### config.mk
export PLATFORM = sky130hd
export DESIGN_NAME = devil_sweep_scheduler
export DESIGN_NICKNAME = d
export VERILOG_FILES = /design/src/rtl/devil_sweep_scheduler_pkg.sv /design/src/rtl/devil_sweep_scheduler_gap.sv /design/src/rtl/devil_sweep_scheduler.sv
export SDC_FILE = /design/constraint.sdc
export NUM_CORES = 1
export LEC_CHECK = 0
export ABC_CLOCK_PERIOD_IN_PS = 4400
export CAP_MARGIN = 20
export CELL_PAD_IN_SITES_DETAIL_PLACEMENT = 0
export CELL_PAD_IN_SITES_GLOBAL_PLACEMENT = 1
export CORE_ASPECT_RATIO = 0.7
export CORE_MARGIN = 5
export CORE_UTILIZATION = 40
export CTS_BUF_LIST = sky130_fd_sc_hd__clkbuf_8
export DETAILED_ROUTE_END_ITERATION = 10
export GPL_TIMING_DRIVEN = 0
export MAX_ROUTING_LAYER = met4
export PLACE_DENSITY_LB_ADDON = 0.1
export SLEW_MARGIN = 20
export SYNTH_ARGS = -nofsm -noshare
export SYNTH_HDL_FRONTEND = slang
export SYNTH_HIERARCHICAL = 1
export SYNTH_SLANG_ARGS = --single-unit
### constraint.sdc
create_clock -name ace_aclk -period 4.4 [get_ports ace_aclk]
set_clock_uncertainty 0.1 [all_clocks]
set_input_delay 1.1 -clock ace_aclk [delete_from_list [all_inputs] [get_ports ace_aclk]]
set_output_delay 1.1 -clock ace_aclk [all_outputs]
set_load 0.005 [all_outputs]
### src/rtl/devil_sweep_scheduler_pkg.sv
// Shared definitions for the sweep scheduler: FSM encodings, default line
// stride and the watchdog limit.
package devil_sweep_scheduler_pkg;

    localparam int          SWEEP_STATE_W  = 3;
    localparam int          LINE_BYTES_DEF = 64;
    localparam logic [15:0] WDOG_LIMIT     = 16'hFFFF;

    typedef enum logic [SWEEP_STATE_W-1:0] {
        S_IDLE    = 3'd0,
        S_ISSUE   = 3'd1,
        S_WAIT    = 3'd2,
        S_RELEASE = 3'd3,
        S_GAP     = 3'd4,
        S_DONE    = 3'd5
    } sweep_state_t;

endpackage

### src/rtl/devil_sweep_scheduler_gap.sv
// devil_gap_timer: loadable down-counter with a zero flag. Used for the
// inter-line gap; kept generic so the passive path can reuse it.
module devil_gap_timer #(
    parameter int W = 32
) (
    input  logic         gclk,
    input  logic         grst_n,
    input  logic         load,
    input  logic [W-1:0] load_val,
    input  logic         dec,
    output logic         zero
);

    logic [W-1:0] cnt;

    // Load has priority over decrement; the counter saturates at zero.
    always_ff @(posedge gclk) begin
        if (!grst_n)
            cnt <= '0;
        else if (load)
            cnt <= load_val;
        else if (dec && cnt != '0)
            cnt <= cnt - W'(1);
    end

    assign zero = (cnt == '0);

endmodule

### src/rtl/devil_sweep_scheduler.sv
// devil_sweep_scheduler: walks the active engine over an address range one
// cache line at a time: trigger, wait for reply, let the engine re-arm,
// programmable gap, next line.
// Optional feature: define SWEEP_WATCHDOG_EN to add a 16-bit watchdog on
// the wait/release states that aborts a hung sweep.
module devil_sweep_scheduler
    import devil_sweep_scheduler_pkg::*;
#(
    parameter int C_S_AXI_DATA_WIDTH = 32,
    parameter int C_ACE_ADDR_WIDTH   = 44,
    parameter int LINE_BYTES         = LINE_BYTES_DEF,
    parameter int SWEEP_STATE_SIZE   = SWEEP_STATE_W
) (
    input  logic                          ace_aclk,
    input  logic                          ace_aresetn,
    input  logic                          i_start,
    input  logic                          i_stop,
    input  logic [C_ACE_ADDR_WIDTH-1:0]   i_base_addr,
    input  logic [C_S_AXI_DATA_WIDTH-1:0] i_addr_size,
    input  logic [C_S_AXI_DATA_WIDTH-1:0] i_delay,
    input  logic                          i_engine_busy,
    input  logic                          i_engine_reply,
    output logic                          o_trigger,
    output logic [C_ACE_ADDR_WIDTH-1:0]   o_line_addr,
    output logic [C_S_AXI_DATA_WIDTH-1:0] o_lines_done,
    output logic                          o_busy,
    output logic                          o_done,
    output logic                          o_aborted,
    output logic                          o_timeout
);

    localparam int DW      = C_S_AXI_DATA_WIDTH;
    localparam int AW      = C_ACE_ADDR_WIDTH;
    localparam int LB_LOG2 = $clog2(LINE_BYTES);

    logic [SWEEP_STATE_SIZE-1:0] state_r;
    sweep_state_t                state, nxt;

    logic [DW:0]   lines_calc;
    logic [DW:0]   remaining;
    logic [DW-1:0] delay_q;
    logic [AW-1:0] line_addr;
    logic [DW-1:0] lines_done;
    logic          stop_pend, aborted, timeout;
    logic          stop_eff, start_ok, rel_exit, end_abort;
    logic          gap_load, gap_dec, gap_zero;
    logic          wdog_fire;
    logic          unused_base_bits;

    assign state = sweep_state_t'(state_r);

    // Widened by one bit so size near 2^DW cannot wrap to zero lines.
    assign lines_calc = ({1'b0, i_addr_size} + (DW+1)'(LINE_BYTES - 1)) >> LB_LOG2;
    assign start_ok   = i_start && (state == S_IDLE);
    assign stop_eff   = stop_pend || i_stop;

    // Line offset bits of the base are dropped by design.
    assign unused_base_bits = ^i_base_addr[LB_LOG2-1:0];

    devil_gap_timer #(.W(DW)) u_gap (
        .gclk     (ace_aclk),
        .grst_n   (ace_aresetn),
        .load     (gap_load),
        .load_val (delay_q - DW'(1)),
        .dec      (gap_dec),
        .zero     (gap_zero)
    );

    // Next-state logic; the watchdog overrides everything when it fires.
    always_comb begin
        nxt       = state;
        gap_load  = 1'b0;
        gap_dec   = 1'b0;
        rel_exit  = 1'b0;
        end_abort = 1'b0;
        case (state)
            S_IDLE:
                if (i_start)
                    nxt = (lines_calc == '0) ? S_DONE : S_ISSUE;
            S_ISSUE:
                nxt = S_WAIT;
            S_WAIT:
                if (i_engine_reply)
                    nxt = S_RELEASE;
            S_RELEASE:
                // Engine must go idle before the next trigger can be seen.
                if (!i_engine_busy) begin
                    rel_exit = 1'b1;
                    if (remaining == '0 || stop_eff) begin
                        nxt       = S_DONE;
                        end_abort = stop_eff;
                    end else if (delay_q == '0) begin
                        nxt = S_ISSUE;
                    end else begin
                        gap_load = 1'b1;
                        nxt      = S_GAP;
                    end
                end
            S_GAP:
                if (stop_eff) begin
                    nxt       = S_DONE;
                    end_abort = 1'b1;
                end else if (gap_zero) begin
                    nxt = S_ISSUE;
                end else begin
                    gap_dec = 1'b1;
                end
            S_DONE:
                nxt = S_IDLE;
            default:
                nxt = S_IDLE;
        endcase
        if (wdog_fire)
            nxt = S_DONE;
    end

`ifdef SWEEP_WATCHDOG_EN
    logic [15:0] wdog;

    assign wdog_fire = ((state == S_WAIT) || (state == S_RELEASE)) && (wdog == WDOG_LIMIT);

    // Counts time spent in a single wait/release visit; restarts on any state change.
    always_ff @(posedge ace_aclk) begin
        if (!ace_aresetn)
            wdog <= '0;
        else if (nxt != state)
            wdog <= '0;
        else if ((state == S_WAIT) || (state == S_RELEASE))
            wdog <= wdog + 16'd1;
        else
            wdog <= '0;
    end
`else
    assign wdog_fire = 1'b0;
`endif

    // State register plus sweep context latched at start.
    always_ff @(posedge ace_aclk) begin
        if (!ace_aresetn) begin
            state_r    <= SWEEP_STATE_SIZE'(S_IDLE);
            line_addr  <= '0;
            remaining  <= '0;
            delay_q    <= '0;
            lines_done <= '0;
            stop_pend  <= 1'b0;
            aborted    <= 1'b0;
            timeout    <= 1'b0;
        end else begin
            state_r <= SWEEP_STATE_SIZE'(nxt);
            if (start_ok) begin
                line_addr  <= {i_base_addr[AW-1:LB_LOG2], {LB_LOG2{1'b0}}};
                remaining  <= lines_calc;
                delay_q    <= i_delay;
                lines_done <= '0;
                stop_pend  <= 1'b0;
                aborted    <= 1'b0;
                timeout    <= 1'b0;
            end else begin
                if (o_busy && i_stop)
                    stop_pend <= 1'b1;
                if (state == S_WAIT && i_engine_reply) begin
                    lines_done <= lines_done + DW'(1);
                    remaining  <= remaining - (DW+1)'(1);
                end
                if (rel_exit)
                    line_addr <= line_addr + AW'(LINE_BYTES);
                if (end_abort)
                    aborted <= 1'b1;
                if (wdog_fire) begin
                    aborted <= 1'b1;
                    timeout <= 1'b1;
                end
            end
        end
    end

    // Trigger is gated by reset so it falls in the very cycle reset arrives.
    assign o_trigger    = ace_aresetn && ((state == S_ISSUE) || (state == S_WAIT));
    assign o_line_addr  = line_addr;
    assign o_lines_done = lines_done;
    assign o_busy       = (state != S_IDLE) && (state != S_DONE);
    assign o_done       = (state == S_DONE);
    assign o_aborted    = aborted;
    assign o_timeout    = timeout;

endmodule

==> results.yml, run 1 <==
sta:
  fmax_ghz: 0.243
  relSlewSlack: 0.344
  min_period_ns: 4.12
  drv_slew: 0
  worst_pin_slew_ns: 0.982
  rsz0062_at_grt: "no"
  finalHoldViolCount: 0
  period_share: 0.937
  setup_violations: 0
  tns_ns: 0
  whs_ns: 0.375
clocking:
  ctsHoldBuffers: 0
  cts_buffers: 17
  clkTransAtPathRegs_ns: 0.09
  post_cts_buffers: 0
  root_buffer: "clkbuf_8"
  clock_sinks: 172
  htree_levels: 4
  cts_buffer_depth: 2
  clk_latency_ns: 0.49
  post_cts_resized: 0
  cts_tree: "done"
worst_setup_path:
  worstSetupPathType: "flip-flop to flip-flop"
  cp_slowest_cell: "or4b_1"
  crit_path_max_fanout: 10
  critical_path.top_delay_family: "simple AND/OR/NAND/NOR gates"
  rr_endpoint: "u_gap/cnt[4]$_SDFFE_PN0P_"
  crit_buf_inv: 4
  path_common_cell: "clkbuf_1"
  critPathLaunch: "remaining[23]$_SDFFE_PN0P_"
  crit_path_max_incr_delay_ns: 0.54
  r2r-start: "remaining[23]$_SDFFE_PN0P_"
  critPathCapture: "u_gap/cnt[4]$_SDFFE_PN0P_"
  reg2regPathDepth: 11
  crit_path_cell_trace: "nor4_1 > or4b_1 > or4_1 > o21ai_1 > nand2b_1 > nor2_1 > clkbuf_1 > inv_1 > clkbuf_1 > clkbuf_1 > a31oi_1"
  crit_cells: 11
  critical_path_arrival_ns: 4.35
  critPathRequiredTime_ns: 4.63
  startpoint_type: "flip-flop"
  reg2reg_setup_slack_ns: 0.28
  cp-end-kind: "flip-flop"
cells_and_area:
  drive_gt1_frac: 0.0482
  nets: 1583
  final_cell_count_no_fill: 1801
  area.growth.synth_to_final_pct: 26.0
routing:
  drt-total-wl_um: 34600
  vias: 10000
  dr.first_iter.drc_count: 736
  ant_nets: 0
  vias_per_cell: 5.56
  drtPass1Iterations: 5
  drc: 0
  drt-wirelength-per-cell_um: 19.2
power:
  p_leak_nw: 4.43
  total_power_mw: 5.60
  powerDensity_mw_per_mm2: 445
  irDropWorstVdd_mv: 0.220
yosys:
  synthArstFlopShare: 0
  synth-edff-count: 0
  yosysTopAreaCell: "dfxtp_1"
  netlist_area_sq_mm: 0.00997
  synth_seq_cells: 172
  syn_inst: 1260
  yosysWarnings: 6
  synthTopCellsByArea: "dfxtp_1 35%, xor2_1 7.6%, nand2_1 6.1%"
  synth_most_common_cell: "dfxtp_1"
  ys.flop_type: "dfxtp_1"
  ys_types: 78
  avgSynthCellArea_sq_um: 7.91
  synthTopCellsByCount: "172 x dfxtp_1, 162 x nand2_1, 117 x nor2_1"
  ys_seq_area_frac: 0.345
  yosysTopAreaCellShare: 0.345
die:
  die_h_um: 142
  coreArea_sq_mm: 0.0246
  die-area_sq_mm: 0.0282
  num_rows: 48
  ios: 195
  start_util: 0.405
  dieWidth_um: 199
place:
  gp_congestion: 0.942
  dp_hpwl_um: 26200
  place_inst: 1768
  numPortBuffers: 177
global_route:
  grt_pass1_vias: 9422
  track_usage: 0.249
  grt_max_degree: 17
  grt.overflow.total: 0
  antenna_found_initial: 3
  grt_pass1_wl_um: 54000
hold_path:
  hp-class: "flip-flop to flip-flop"
run:
  cap_violations: 0
run_status:
  status: "complete, no violations"
per-stage QoR:
step / utilization / cell area (sq um) / setup WS, ns
CTS: 0.510 / 12600 / 0.365
global placement: 0.494 / 12200 / 0.269
global route: 0.510 / 12600 / 0.00594
floorplan: - / 9990 / 1.31
detailed placement: 0.494 / 12200 / 0.318
finish: 0.510 / 12600 / 0.277
routing by layer:
layer / wire (um) / GRT usage
met1: 17900 / 0.382
met2: 13400 / 0.322
met3: 2970 / 0.0698
met4: 340 / 0.0457
met5: 0 / -
cell families (layout without fill, tap and decap cells):
kind of cell | Yosys count | count (layout) | share of synthesized area
AOI/OAI and AO/OA | 260 | 260 | 0.167
xor gates and xnor gates | 147 | 147 | 0.129
adders and majority gates | 7 | 7 | 0.00878
buffers and inverters | 89 | 297 | 0.0390
DFF | 172 | 172 | 0.345
muxes | 6 | 6 | 0.00640
other | 1 | 9 | 0.000376
and+or+nand+nor | 578 | 578 | 0.304
tightest hold or removal path, cell delays in order (launching register included):
cell and delay (ns):
dfxtp_1 0.33, nand2_1 0.05, a21oi_1 0.05
flip-flops by register name, summed over array words and instances, names as in the netlist:
register and cells:
delay_q 32, remaining 33, o_line_addr 38, o_aborted 1
u_gap/cnt 32, stop_pend 1, o_lines_done 32, state 3
layout make-up:
cell class | instances | area [sq um]
diodes | 2 | 5.00
plain buffers | 70 | 318
clock buffers | 19 | 262
clock inverters | 12 | 123
fillers | 2413 | 12100
inverters | 19 | 71.3
multi-input cells | 1005 | 6160
flip-flops and latches | 172 | 3440
well taps | 325 | 407
repair buffers | 177 | 1770
report_power, final:
| group | switching, mW | internal (mW) |
|---|---|---|
| registers | 0.305 | 1.80 |
| clock network | 0.613 | 0.527 |
| logic | 1.42 | 0.929 |
| total | 2.34 | 3.26 |
placed cells by master (no fill, tap or decap), drive strengths merged, types with 18 or more instances in the layout:
| cell | instances |
|---|---|
| nor4 | 35 |
| a211oi | 27 |
| or3 | 24 |
| clkdlybuf4s50 | 177 |
| a21oi | 79 |
| a31oi | 18 |
| xnor2 | 61 |
| nand3 | 55 |
| nand4 | 39 |
| or4 | 18 |
| xor2 | 86 |
| dfxtp | 172 |
| o21ai | 67 |
| clkbuf | 67 |
| buf | 22 |
| inv | 22 |
| nand2 | 162 |
| and3 | 20 |
| nor3 | 39 |
| nor2 | 117 |
worst min-delay path by stage:
stage,start,endpoint,slack [ns],depth (start not counted)
2_1_floorplan,u_gap/cnt[30]$_SDFFE_PN0P_,u_gap/cnt[30]$_SDFFE_PN0P_,0.34,2
3_3_place_gp,delay_q[1]$_SDFFE_PN0P_,delay_q[1]$_SDFFE_PN0P_,0.36,2
3_5_place_dp,delay_q[1]$_SDFFE_PN0P_,delay_q[1]$_SDFFE_PN0P_,0.37,2
4_1_cts,delay_q[1]$_SDFFE_PN0P_,delay_q[1]$_SDFFE_PN0P_,0.38,2
5_1_grt,delay_q[6]$_SDFFE_PN0P_,delay_q[6]$_SDFFE_PN0P_,0.40,2
6_report,delay_q[1]$_SDFFE_PN0P_,delay_q[1]$_SDFFE_PN0P_,0.37,2
No activity file was read; power rests on OpenSTA's default activity.
==> run 2: changes to the inputs <==
--- a/config.mk
+++ b/config.mk
@@ -9,10 +9,8 @@
 export CAP_MARGIN = 20
 export CELL_PAD_IN_SITES_DETAIL_PLACEMENT = 0
 export CELL_PAD_IN_SITES_GLOBAL_PLACEMENT = 1
-export CORE_ASPECT_RATIO = 0.7
 export CORE_MARGIN = 5
-export CORE_UTILIZATION = 40
-export CTS_BUF_LIST = sky130_fd_sc_hd__clkbuf_8
+export CORE_UTILIZATION = 39
 export DETAILED_ROUTE_END_ITERATION = 10
 export GPL_TIMING_DRIVEN = 0
 export MAX_ROUTING_LAYER = met4
==> run 2 against run 1 <==
Compared with the run above:
- hold slack lost 0.00051 ns
- cell count up 0.28%
- sequential cell count did not move
- power increased by 5.4%
==> results.yml, run 2 (synthesis results as in run 1) <==
run_status:
  status: "complete, no violations"
cells_and_area:
  num_antenna_cells: 0
  final_common_cell: "clkdlybuf4s50_1"
  drive_gt1_frac: 0.0508
  fill_cells: 2471
  design_area_sq_mm: 0.0128
  mostFrequentLayoutCells: "177 x clkdlybuf4s50_1, 172 x dfxtp_1, 162 x nand2_1"
  multi_input_area_sq_mm: 0.00617
  largest_reg_flops: 38
  nets: 1584
  area.growth.synth_to_final_pct: 28.2
  final_util: 0.508
  regArea_sq_mm: 0.00344
power:
  powerDensity_mw_per_mm2: 461
  total_power_mw: 5.90
  p_leak_nw: 4.52
  irDropWorstVdd_mv: 0.183
clocking:
  clock_sinks: 172
  clkTransAtPathRegs_ns: 0.07
  ctsHoldBuffers: 0
  htree_levels: 4
  clk_latency_ns: 0.44
  post_cts_resized: 0
  cts_buffer_depth: 2
  cts_buffers: 17
  cts_tree: "done"
  root_buffer: "clkbuf_16"
  post_cts_buffers: 0
sta:
  drv_slew: 0
  fmax_ghz: 0.248
  whs_ns: 0.374
  period_share: 0.918
  setup_violations: 0
  relSlewSlack: 0.417
  min_period_ns: 4.04
  finalHoldViolCount: 0
  worst_pin_slew_ns: 0.872
  rsz0062_at_grt: "no"
  layout_setup_ws_ns: 0.362
die:
  ios: 195
  num_rows: 58
  die-area_sq_mm: 0.0289
  start_util: 0.396
  die_h_um: 170
  dieWidth_um: 170
  coreArea_sq_mm: 0.0252
routing:
  drt-wirelength-per-cell_um: 17.5
  drtPass1Iterations: 5
  vias: 9857
  vias_per_cell: 5.46
  drt-total-wl_um: 31700
  dr.first_iter.drc_count: 677
  drc: 0
  ant_nets: 0
hold_path:
  min_to: "delay_q[6]$_SDFFE_PN0P_"
  hp-start: "delay_q[6]$_SDFFE_PN0P_"
  hp-class: "flip-flop to flip-flop"
  worstHoldPathCells: 2
worst_setup_path:
  critical_path.top_delay_family: "simple AND/OR/NAND/NOR gates"
  critPathRequiredTime_ns: 4.58
  cp-end-kind: "flip-flop"
  rr_endpoint: "u_gap/cnt[5]$_SDFFE_PN0P_"
  crit_path_max_incr_delay_ns: 0.53
  path_common_cell: "clkbuf_1"
  reg2reg_setup_slack_ns: 0.36
  worstSetupPathType: "flip-flop to flip-flop"
  crit_path_cell_trace: "nor4_1 > or4b_1 > or4_1 > o21ai_1 > nand2b_1 > nor2_1 > clkbuf_1 > inv_1 > clkbuf_1 > clkbuf_1 > a31oi_1"
  reg2regPathDepth: 11
  startpoint_type: "flip-flop"
  crit_path_max_fanout: 10
  r2r-start: "remaining[23]$_SDFFE_PN0P_"
  crit_buf_inv: 4
  critical_path_arrival_ns: 4.22
  cp_slowest_cell: "clkbuf_1"
global_route:
  antenna_found_initial: 0
  grt.overflow.total: 0
  grt_pass1_vias: 9278
  track_usage: 0.219
  grt_max_degree: 19
  grt_pass1_wl_um: 49700
place:
  place_ws_ns: 0.312
  numPortBuffers: 177
  dp_hpwl_um: 24600
  gp_congestion: 0.887
  dpl_cell_area_sq_mm: 0.0122
run:
  cap_violations: 0
run 2: cell types whose count changed in the layout (fill, tap and decap cells not counted), sizes merged:
cell	delta
buf	+1
bufinv	-2
clkbuf	-1
clkinv	-1
diode	-2
inv	+5
run 2: worst max path at each step:
stage / to / slack (ns) / start / depth (start not counted)
2_1_floorplan: u_gap/cnt[17]$_SDFFE_PN0P_ / 1.31 / remaining[23]$_SDFFE_PN0P_ / 11
3_3_place_gp: state[2]$_SDFFE_PN0P_ / -0.14 / i_start / 6
3_5_place_dp: state[2]$_SDFFE_PN0P_ / 0.31 / i_addr_size[6] / 7
4_1_cts: u_gap/cnt[5]$_SDFFE_PN0P_ / 0.37 / remaining[23]$_SDFFE_PN0P_ / 11
5_1_grt: u_gap/cnt[6]$_SDFFE_PN0P_ / 0.13 / remaining[23]$_SDFFE_PN0P_ / 11
6_report: u_gap/cnt[5]$_SDFFE_PN0P_ / 0.36 / remaining[23]$_SDFFE_PN0P_ / 11
run 2: metal layers:
metal	vias to the layer above	GRT usage	routed length, um
met4	0	0.0569	532
li1	4943	-	-
met2	261	0.352	14900
met5	-	-	0
met3	42	0.0302	1470
met1	4611	0.292	14800
run 2: worst min-delay path, stage by stage, from the launching register on:
cell and delay [ns]:
dfxtp_1 0.32, nand2_1 0.05, a21oi_1 0.05
run 2: cell type report:
| class | count | area share |
|---|---|---|
| tap | 330 | 0.0323 |
| buffer | 70 | 0.0249 |
| sequential | 172 | 0.269 |
| multi-input combinational | 1005 | 0.483 |
| timing repair buffer | 178 | 0.139 |
| inverter | 19 | 0.00558 |
| clock buffer | 18 | 0.0344 |
| clock inverter | 14 | 0.0115 |
run 2: power by group:
| part | total (mW) | leakage, nW | switching, mW | internal (mW) |
|---|---|---|---|---|
| logic | 2.30 | 2.84 | 1.36 | 0.937 |
| clock network | 1.50 | 0.279 | 0.727 | 0.772 |
| registers | 2.10 | 1.40 | 0.293 | 1.80 |
run 2: through the flow:
step	TNS (ns)	std cells
6_report	0	1806
5_1_grt	0	1806
4_1_cts	0	1806
3_5_place_dp	0	1774
3_3_place_gp	-0.139	1773
2_1_floorplan	0	1266
